<file path="src/rtl/run_command_sequencer_pkg.sv">
// Shared definitions for the host command word and the acquisition run state.
// The USB controller imports this package to build command words, and
// run_command_sequencer imports it to decode them, so both sides agree on
// the op encodings and field positions.
//   Word layout: [15:14] op, [13:0] value.
package run_command_sequencer_pkg;

  localparam int CMD_W      = 16;
  localparam int CMD_OP_MSB = 15;
  localparam int CMD_OP_LSB = 14;
  localparam int CMD_VAL_W  = 14;

  localparam logic [1:0] CMD_NOOP       = 2'b00;
  localparam logic [1:0] CMD_START      = 2'b01;
  localparam logic [1:0] CMD_STOP       = 2'b10;
  localparam logic [1:0] CMD_SET_FRAMES = 2'b11;

  typedef enum logic [1:0] {
    ST_IDLE     = 2'd0,
    ST_RUNNING  = 2'd1,
    ST_STOPPING = 2'd2
  } seq_state_e;

  // Builds a command word from an op and a value (used by the encoder side).
  function automatic logic [CMD_W-1:0] cmd_encode(input logic [1:0] op,
                                                  input logic [CMD_VAL_W-1:0] value);
    return {op, value};
  endfunction

  // Frame counter increment that sticks at all-ones instead of wrapping.
  function automatic logic [15:0] sat_inc16(input logic [15:0] v);
    return (v == 16'hFFFF) ? v : v + 16'd1;
  endfunction

endpackage

</file>
<file path="src/rtl/run_command_sequencer.sv">
// run_command_sequencer
// Decodes host command words from the USB controller and owns the acquisition
// run state (running flag, integration length, frame limit, graceful stop at a
// frame boundary with a timeout fallback).
// Ports:
//   clk_in                   in   system clock
//   reset_n                  in   asynchronous active-low reset
//   cmd_word[15:0]           in   command word, sampled when cmd_valid=1
//   cmd_valid                in   one-cycle strobe per command
//   frame_done               in   end-of-frame pulse from the readout controller
//   running                  out  readout enable
//   integration_clock_count  out  integration length in clk_in cycles
//   frame_count[15:0]        out  frames completed in the current run (saturating)
//   cmd_ack                  out  one-cycle pulse, command accepted
//   cmd_error                out  one-cycle pulse, command rejected
//   stop_forced              out  sticky, set when a stop had to time out
module run_command_sequencer
  import run_command_sequencer_pkg::*;
#(
  parameter int unsigned DEFAULT_INTG_COUNT = 5000,
  parameter int unsigned INTG_SHIFT         = 2,
  parameter int unsigned STOP_TIMEOUT       = 65535
) (
  input  logic              clk_in,
  input  logic              reset_n,
  input  logic [CMD_W-1:0]  cmd_word,
  input  logic              cmd_valid,
  input  logic              frame_done,
  output logic              running,
  output logic [31:0]       integration_clock_count,
  output logic [15:0]       frame_count,
  output logic              cmd_ack,
  output logic              cmd_error,
  output logic              stop_forced
);

  localparam int TIMER_W = $clog2(STOP_TIMEOUT + 1);
  localparam logic [TIMER_W-1:0] TIMER_LAST = TIMER_W'(STOP_TIMEOUT - 1);

  seq_state_e             state_q, state_d;
  logic                   running_q, running_d;
  logic [31:0]            intg_q, intg_d;
  logic [15:0]            frame_count_q, frame_count_d;
  logic [CMD_VAL_W-1:0]   frame_limit_q, frame_limit_d;
  logic                   ack_q, ack_d;
  logic                   err_q, err_d;
  logic                   stop_forced_q, stop_forced_d;
  logic [TIMER_W-1:0]     timer_q, timer_d;

  logic [1:0]             cmd_op;
  logic [CMD_VAL_W-1:0]   cmd_val;
  logic [15:0]            frame_inc;
  logic                   limit_hit;
  logic                   timeout_hit;
  logic                   start_ok;
  logic                   cmd_reject;

  // Command decode and shared conditions. START and SET_FRAMES are only
  // legal in IDLE (run parameters are frozen once a run begins), and a START
  // with a zero integration value is always rejected.
  always_comb begin
    cmd_op      = cmd_word[CMD_OP_MSB:CMD_OP_LSB];
    cmd_val     = cmd_word[CMD_VAL_W-1:0];
    frame_inc   = sat_inc16(frame_count_q);
    limit_hit   = frame_done && (frame_limit_q != '0) &&
                  (frame_inc == {{(16-CMD_VAL_W){1'b0}}, frame_limit_q});
    timeout_hit = (timer_q == TIMER_LAST) && !frame_done;
    start_ok    = cmd_valid && (state_q == ST_IDLE) &&
                  (cmd_op == CMD_START) && (cmd_val != '0);
    cmd_reject  = cmd_valid &&
                  (((cmd_op == CMD_START) && ((state_q != ST_IDLE) || (cmd_val == '0))) ||
                   ((cmd_op == CMD_SET_FRAMES) && (state_q != ST_IDLE)));
  end

  // State register.
  always_ff @(posedge clk_in or negedge reset_n) begin
    if (!reset_n) begin
      state_q <= ST_IDLE;
    end else begin
      state_q <= state_d;
    end
  end

  // Next-state logic. Reaching the frame limit wins over a simultaneous STOP,
  // since the run is already over at that frame boundary.
  always_comb begin
    state_d = state_q;
    case (state_q)
      ST_IDLE: begin
        if (start_ok) state_d = ST_RUNNING;
      end
      ST_RUNNING: begin
        if (limit_hit) begin
          state_d = ST_IDLE;
        end else if (cmd_valid && (cmd_op == CMD_STOP)) begin
          state_d = ST_STOPPING;
        end
      end
      ST_STOPPING: begin
        if (frame_done || timeout_hit) state_d = ST_IDLE;
      end
      default: state_d = ST_IDLE;
    endcase
  end

  // Next values for the registered outputs and run parameters. running simply
  // follows the next state, so it drops on the same edge the FSM returns to
  // IDLE. The stop timer only advances while staying in STOPPING.
  always_comb begin
    running_d     = (state_d != ST_IDLE);
    intg_d        = intg_q;
    frame_count_d = frame_count_q;
    frame_limit_d = frame_limit_q;
    stop_forced_d = stop_forced_q;
    ack_d         = cmd_valid && !cmd_reject;
    err_d         = cmd_reject;
    timer_d       = '0;

    if (start_ok) begin
      intg_d        = 32'(cmd_val) << INTG_SHIFT;
      frame_count_d = '0;
      stop_forced_d = 1'b0;
    end

    if ((state_q != ST_IDLE) && frame_done) begin
      frame_count_d = frame_inc;
    end

    if (cmd_valid && (state_q == ST_IDLE) && (cmd_op == CMD_SET_FRAMES)) begin
      frame_limit_d = cmd_val;
    end

    if ((state_q == ST_STOPPING) && timeout_hit) begin
      stop_forced_d = 1'b1;
    end

    if ((state_q == ST_STOPPING) && (state_d == ST_STOPPING)) begin
      timer_d = timer_q + TIMER_W'(1);
    end
  end

  // Datapath and output registers.
  always_ff @(posedge clk_in or negedge reset_n) begin
    if (!reset_n) begin
      running_q     <= 1'b0;
      intg_q        <= 32'(DEFAULT_INTG_COUNT);
      frame_count_q <= '0;
      frame_limit_q <= '0;
      ack_q         <= 1'b0;
      err_q         <= 1'b0;
      stop_forced_q <= 1'b0;
      timer_q       <= '0;
    end else begin
      running_q     <= running_d;
      intg_q        <= intg_d;
      frame_count_q <= frame_count_d;
      frame_limit_q <= frame_limit_d;
      ack_q         <= ack_d;
      err_q         <= err_d;
      stop_forced_q <= stop_forced_d;
      timer_q       <= timer_d;
    end
  end

  assign running                 = running_q;
  assign integration_clock_count = intg_q;
  assign frame_count             = frame_count_q;
  assign cmd_ack                 = ack_q;
  assign cmd_error               = err_q;
  assign stop_forced             = stop_forced_q;

endmodule

</file>
<file path="config.mk">
export PLATFORM = sky130hd
export DESIGN_NAME = run_command_sequencer
export DESIGN_NICKNAME = d
export VERILOG_FILES = /design/src/rtl/run_command_sequencer_pkg.sv /design/src/rtl/run_command_sequencer.sv
export SDC_FILE = /design/constraint.sdc
export NUM_CORES = 1
export LEC_CHECK = 0
export CAP_MARGIN = 40
export CORE_MARGIN = 2
export CORE_UTILIZATION = 56
export DETAILED_ROUTE_END_ITERATION = 10
export PLACE_DENSITY = 0.86
export SLEW_MARGIN = 20
export SYNTH_ARGS = -nofsm -noshare
export SYNTH_HDL_FRONTEND = slang
export SYNTH_SLANG_ARGS = --single-unit
</file>
<file path="constraint.sdc">
create_clock -name clk_in -period 5.7 [get_ports clk_in]
set_clock_uncertainty 0.05 [all_clocks]
set_input_delay 1.425 -clock clk_in [delete_from_list [all_inputs] [get_ports clk_in]]
set_output_delay 1.425 -clock clk_in [all_outputs]
set_load 0.1 [all_outputs]
</file>
Word-level counts from Yosys, hierarchy flattened:

Index checks and enable logic that the tools add are counted.

* logic and storage cells: 59
* input bits: 20
* output and inout bits: 52
* register bits: 66

* add/subtract/negate cells: 2
* multiplexer cells: 11
* reductions and logical operators: 28
* eq/ne operators: 9

Operators with widths (number)
* $mux W16: 4
* $add A16 B1 Y16 const B: 2
* $eq A16 B16 Y1 const B: 2
* $reduce_bool A14 Y1: 2
* $eq A16 B14 Y1: 1
* $logic_and A1 B1 Y1: 15
* $logic_not A14 Y1: 1
* $eq A2 B2 Y1 const B: 4
* $mux W2: 4
* $reduce_bool A2 Y1: 4
* $pmux W2 S3: 1
* $eq A2 B1 Y1 const B: 2
* $logic_or A1 B1 Y1: 3
* $logic_not A1 Y1: 2
* $logic_not A2 Y1: 1
* $mux W1: 2

Longest topological paths before layout:

* depth in word-level cells: 9
* depth in mapped cells: 9
* gate-level depth less buffers: 8

Least setup slack after synthesis:

OpenSTA, ideal clock, no wires.

* path type: register to register
* start point: register frame_count_q[0] (netlist: frame_count[0])
* end point: register running_q (netlist: running)
* buffers on the path: 1
* data arrival time: 2938 ps
* slack: 2570 ps
* data required time: 5508 ps
* setup time: 142 ps
* stages on the path, launching flop included: 10
* clock period less this slack: 3130 ps
* cells stage by stage: dfrtp_1 > ha_1 > and3_2 > buf_2 > and4_1 > or3_4 > xnor2_2 > nand4_1 > o41ai_2 > nand3_1

* cells in the longest elaborated chain, start to end: 7
* elaborated cells on any way between the ends: 8
* those cells by class: add/sub (1); eq/ne (2); mux (3); reduce/logical (2)

RTL lines
* from (decl): RTL line run_command_sequencer.sv:43 `logic [15:0] frame_count_q, frame_count_d;`
* from (signal assigned): RTL line run_command_sequencer.sv:156 `frame_count_q <= frame_count_d;`
* $add A16 B1 Y16 or $eq A16 B16 Y1 (tied branches): RTL line run_command_sequencer_pkg.sv:32 `return (v == 16'hFFFF) ? v : v + 16'd1;`
* $mux W16 (*): RTL line run_command_sequencer_pkg.sv:32
* $eq A16 B14 Y1 (*): RTL line run_command_sequencer.sv:66 `(frame_inc == {{(16-CMD_VAL_W){1'b0}}, frame_limit_q});`
* $logic_and A1 B1 Y1 (*): RTL line run_command_sequencer.sv:65 `limit_hit = frame_done && (frame_limit_q != '0) &&`
* $mux W2 (*): RTL line run_command_sequencer.sv:93 `if (limit_hit) begin`
* $pmux W2 S3 (*): RTL line run_command_sequencer.sv:88 `case (state_q)`
* $reduce_bool A2 Y1 (*): RTL line run_command_sequencer.sv:110 `running_d = (state_d != ST_IDLE);`
* net running_d: RTL line run_command_sequencer.sv:41 `logic running_q, running_d;`
* to (signal assigned): RTL line run_command_sequencer.sv:154 `running_q <= running_d;`
* to (decl): RTL line run_command_sequencer.sv:41

The timed path passes the listed nets; every way through them passes the cells marked *.
A chain may end at the register's enable or synchronous reset.

Worst setup path in the final report:

* start point: input cmd_word[11]
* end point: register frame_count_q[2] (netlist: frame_count[2])

* cells in the longest elaborated chain, start to end: 3

RTL lines
* from (decl): RTL line run_command_sequencer.sv:26 `input logic [CMD_W-1:0] cmd_word,`
* $reduce_bool A14 Y1: RTL line run_command_sequencer.sv:69 `(cmd_op == CMD_START) && (cmd_val != '0);`
* $logic_and A1 B1 Y1: RTL line run_command_sequencer.sv:69
* $reduce_bool A2 Y1 (no line)

Every way passes these cells.

==> impl_results.md <==
- Status: completed
- Standard-cell rows: 29
- Ant diodes: 0
- Largest net degree at the start of global routing: between 60 and 70
- Clock buffer depth: 2
- Comb pwr share: 50.6%
- Layout area overhead: 35.4%
- Seq pwr share: between 30 and 40%
- # hold bufs at CTS: 0
- Mean cell area of the mapped netlist: ~9.5 um^2
- Ys async rst share: 100%
- Clock share of power: a little under a fifth
- Layout cells sized above 1: ~18%
- Power Density: ~470 nW/um^2
- Fill cell count: roughly 370
- CP max-delay cell: nor2_1
- Yosys top cell area share: ~43%
- Post-Synthesis Cells: 378
- Endpoints failing hold: 0
- Gpl congestion: just under 1
- Area leader, netlist: dfrtp_1
- CP endpoint kind: register
- Synth warn: 0
- Drt pass-1 iters: 5
- Arr. time, crit path: between 4 and 5 ns
- Clock period minus worst slack: 4.06 ns
- Yosys reg bits: 66
- Starting Density: between 50% and 60%
- Crit-path cells: clkdlybuf4s50_1 > nor4_1 > nand4_1 > nand4b_1 > clkinv_1 > nor2_1 > o21ai_0 > o21ai_0
- Crit Path Max Fanout: 19
- Predominant post-synthesis flop cell: dfrtp_1
- Area of the multi-input gates: between 1500 and 2000 um^2
- Vias: 3146
- Vias in the first global route: 3138
- Htree depth: 3
- Sw frac: 44.2%
- Critical path class: in -> reg
- Ranking of synthesized cells by area: dfrtp_1 (43%), nand2_1 (6.8%), mux2_2 (4.7%)
- Most frequent CP cell: o21ai_0
- # setup viols final: 0
- # IOs: 72
- Crit path max-delay family: simple AND/OR/NAND/NOR gates
- DIE AREA: 7060 um^2
- Root Driver: clkbuf_8
- Global route overflow: 0
- Die Ht: approximately 84 um
- Total Power: between 2000 and 2500 uW
- Rel. slew slack: between 50% and 60%
- Clock Latency Late Sink: 0.35 ns
- CP startpoint kind: input pin
- TritonCTS clock tree: built
- Unrepaired setup endpoints after global routing: false
- Detailed Route Iter0 Violations: ~280
- EDFF count, synth: 0
- Internal: between 1000 and 1500 uW
- Post-Route Setup TNS: 0 ns
- CP max stage delay: 0.66 ns
- PnR worst setup slack: 1.64 ns
- DRC: 0
- Total CTS buffers: 9
- Least-Margin Pin Slew: 0.712 ns
- Max-cap violations: 0
- Antenna viol nets, final: 0
- GRT Total Usage: about 28%
- Post-place setup slack: between 1 and 1.5 ns
- Post-Route Utilization: ~77%
- Clock Sinks: between 60 and 70
- Vias per inst: a little under 6
- Post-cts sizing count: 0
- Core Area: ~6300 um^2
- Worst vdd ir: roughly 0.00037 V
- Leak Pwr: about 0.0020 uW
- Initial antenna violation count: 0
- Worst EP required: between 5 and 6 ns
- Post-CTS Setup Inserts: 0
- Highest clock rate: 247 MHz
- Fin crit share: between 70% and 80%
- Per-cell routed wire length: about 17 um
- Die W: 84.0 um
- Port bufs: 53
- Buffer and inverter count on the worst path: 2
- Mapped cell area: around 3600 um^2
- Total wire length: ~9 mm
- Final Max Slew Viols: 0
- DPL Wire Length: roughly 6.3 mm
- Clock slew at reported path FFs: 0.07 ns
- Seq/Total Area, Yosys: 46.2%
- # nets final: between 400 and 500
- Global-route wire length before repair: 15.3 mm
- Netlist cell types: 52
- Switching power: between 1000 and 1500 uW
- Register area: approximately 1700 um^2
- Hold WC Path Type: reg -> reg
final timing paths:
path	from	depth (start not counted)	end	slack [ns]
max	cmd_word[11]	8	frame_count[2]	1.64
min	integration_clock_count[3]	2	integration_clock_count[3]	0.41
max reg2reg	frame_count[0]	8	running	2.80
min reg2reg	integration_clock_count[3]	2	integration_clock_count[3]	0.41
max in group asynchronous	reset_n	3	integration_clock_count[8]	4.05
min in group asynchronous	reset_n	2	frame_count[9]	0.98
registers in the layout (all words and copies together), names as in the netlist:
register	flops
stop_forced	1
integration_clock_count	14
cmd_ack	1
running	1
timer_q	16
cmd_error	1
frame_limit_q	14
state_q	2
frame_count	16
area by class of cell:
class | count | area share [%]
clock buffer | 13 | 3.07
clock inverter | 3 | 1.34
inverter | 6 | 0.464
multi-input combinational | 289 | 36.1
sequential | 66 | 34.1
tap | 77 | 1.98
timing repair buffer | 92 | 22.9
synthesized netlist by cell type (7+ instances only):
cell / number
o21ai_0: 17
buf_4: 18
dfrtp_1: 61
clkbuf_1: 11
xor2_1: 18
nand2_1: 65
xnor2_1: 18
nor3_1: 7
nand4_1: 12
nor4_1: 11
a21oi_1: 8
nor2_1: 32
mux2_2: 15
nand3_1: 15
metrics by stage:
| stage | cell area (um^2) | hold slack, ns | std cells |
|---|---|---|---|
| final | 4850 | 0.407 | 546 |
| after global routing | 4850 | 0.419 | 546 |
| after CTS | 4830 | 0.410 | 545 |
| after detailed placement | 4610 | 0.398 | 529 |
| after global placement | 4070 | 0.398 | 493 |
| after floorplan | 3650 | 0.424 | 395 |
worst register-to-register path: cells and delay by family, from the launching register on:
kind	cells	cell delay [ns]
compound gates	2	0.94
simple gates	4	0.73
flops	1	0.47
fa+ha+maj	1	0.34
xor+xnor	1	0.24
power by group through the flow:
| stage | clock network (uW) | logic [uW] | registers, uW |
|---|---|---|---|
| after floorplan | 0 | 324 | 1110 |
| after global placement | 0 | 920 | 695 |
| after detailed placement | 0 | 1150 | 699 |
| after CTS | 436 | 1160 | 695 |
| after global routing | 458 | 1210 | 712 |
| final | 432 | 1160 | 698 |
cells in the final DEF, fill, tap and decap left out, types with 5 or more instances in the layout:
cell and n:
conb_1 18, dfrtp_1 61, dfstp_2 5, clkbuf_8 10
nor4_1 11, o21ai_0 16, buf_8 33, nand4_1 12
clkdlybuf4s50_1 52, xnor2_1 18, nand3_1 15, xor2_1 18
a21oi_1 8, and4_1 5, nor3_1 7, o31ai_1 5
nand2_1 65, inv_1 5, nor2_1 32, mux2_2 15
metal layers:
metal  vias up  GRT usage, %  part of all wire, %
li1       1459             -                    -
met1      1509          35.6                   41
met2       148          45.0                   49
met3        30          6.82                  7.2
met4         0          10.4                  2.7
met5         -             0                    0
kinds of logic (layout without fill, tap and decap cells):
kind of cell | Yosys count | in the layout | share of synthesized area, %
buffers and inverters | 40 | 114 | 6.60
multiplexers | 16 | 16 | 4.99
AO/OA/AOI/OAI | 50 | 50 | 9.22
XOR/XNOR | 37 | 37 | 9.25
other | 1 | 18 | 0.105
flip-flops | 66 | 66 | 46.2
adder cells (fa/ha/maj) | 3 | 3 | 1.05
AND/OR/NAND/NOR | 165 | 165 | 22.5
Power figures use the tool's default switching activity.
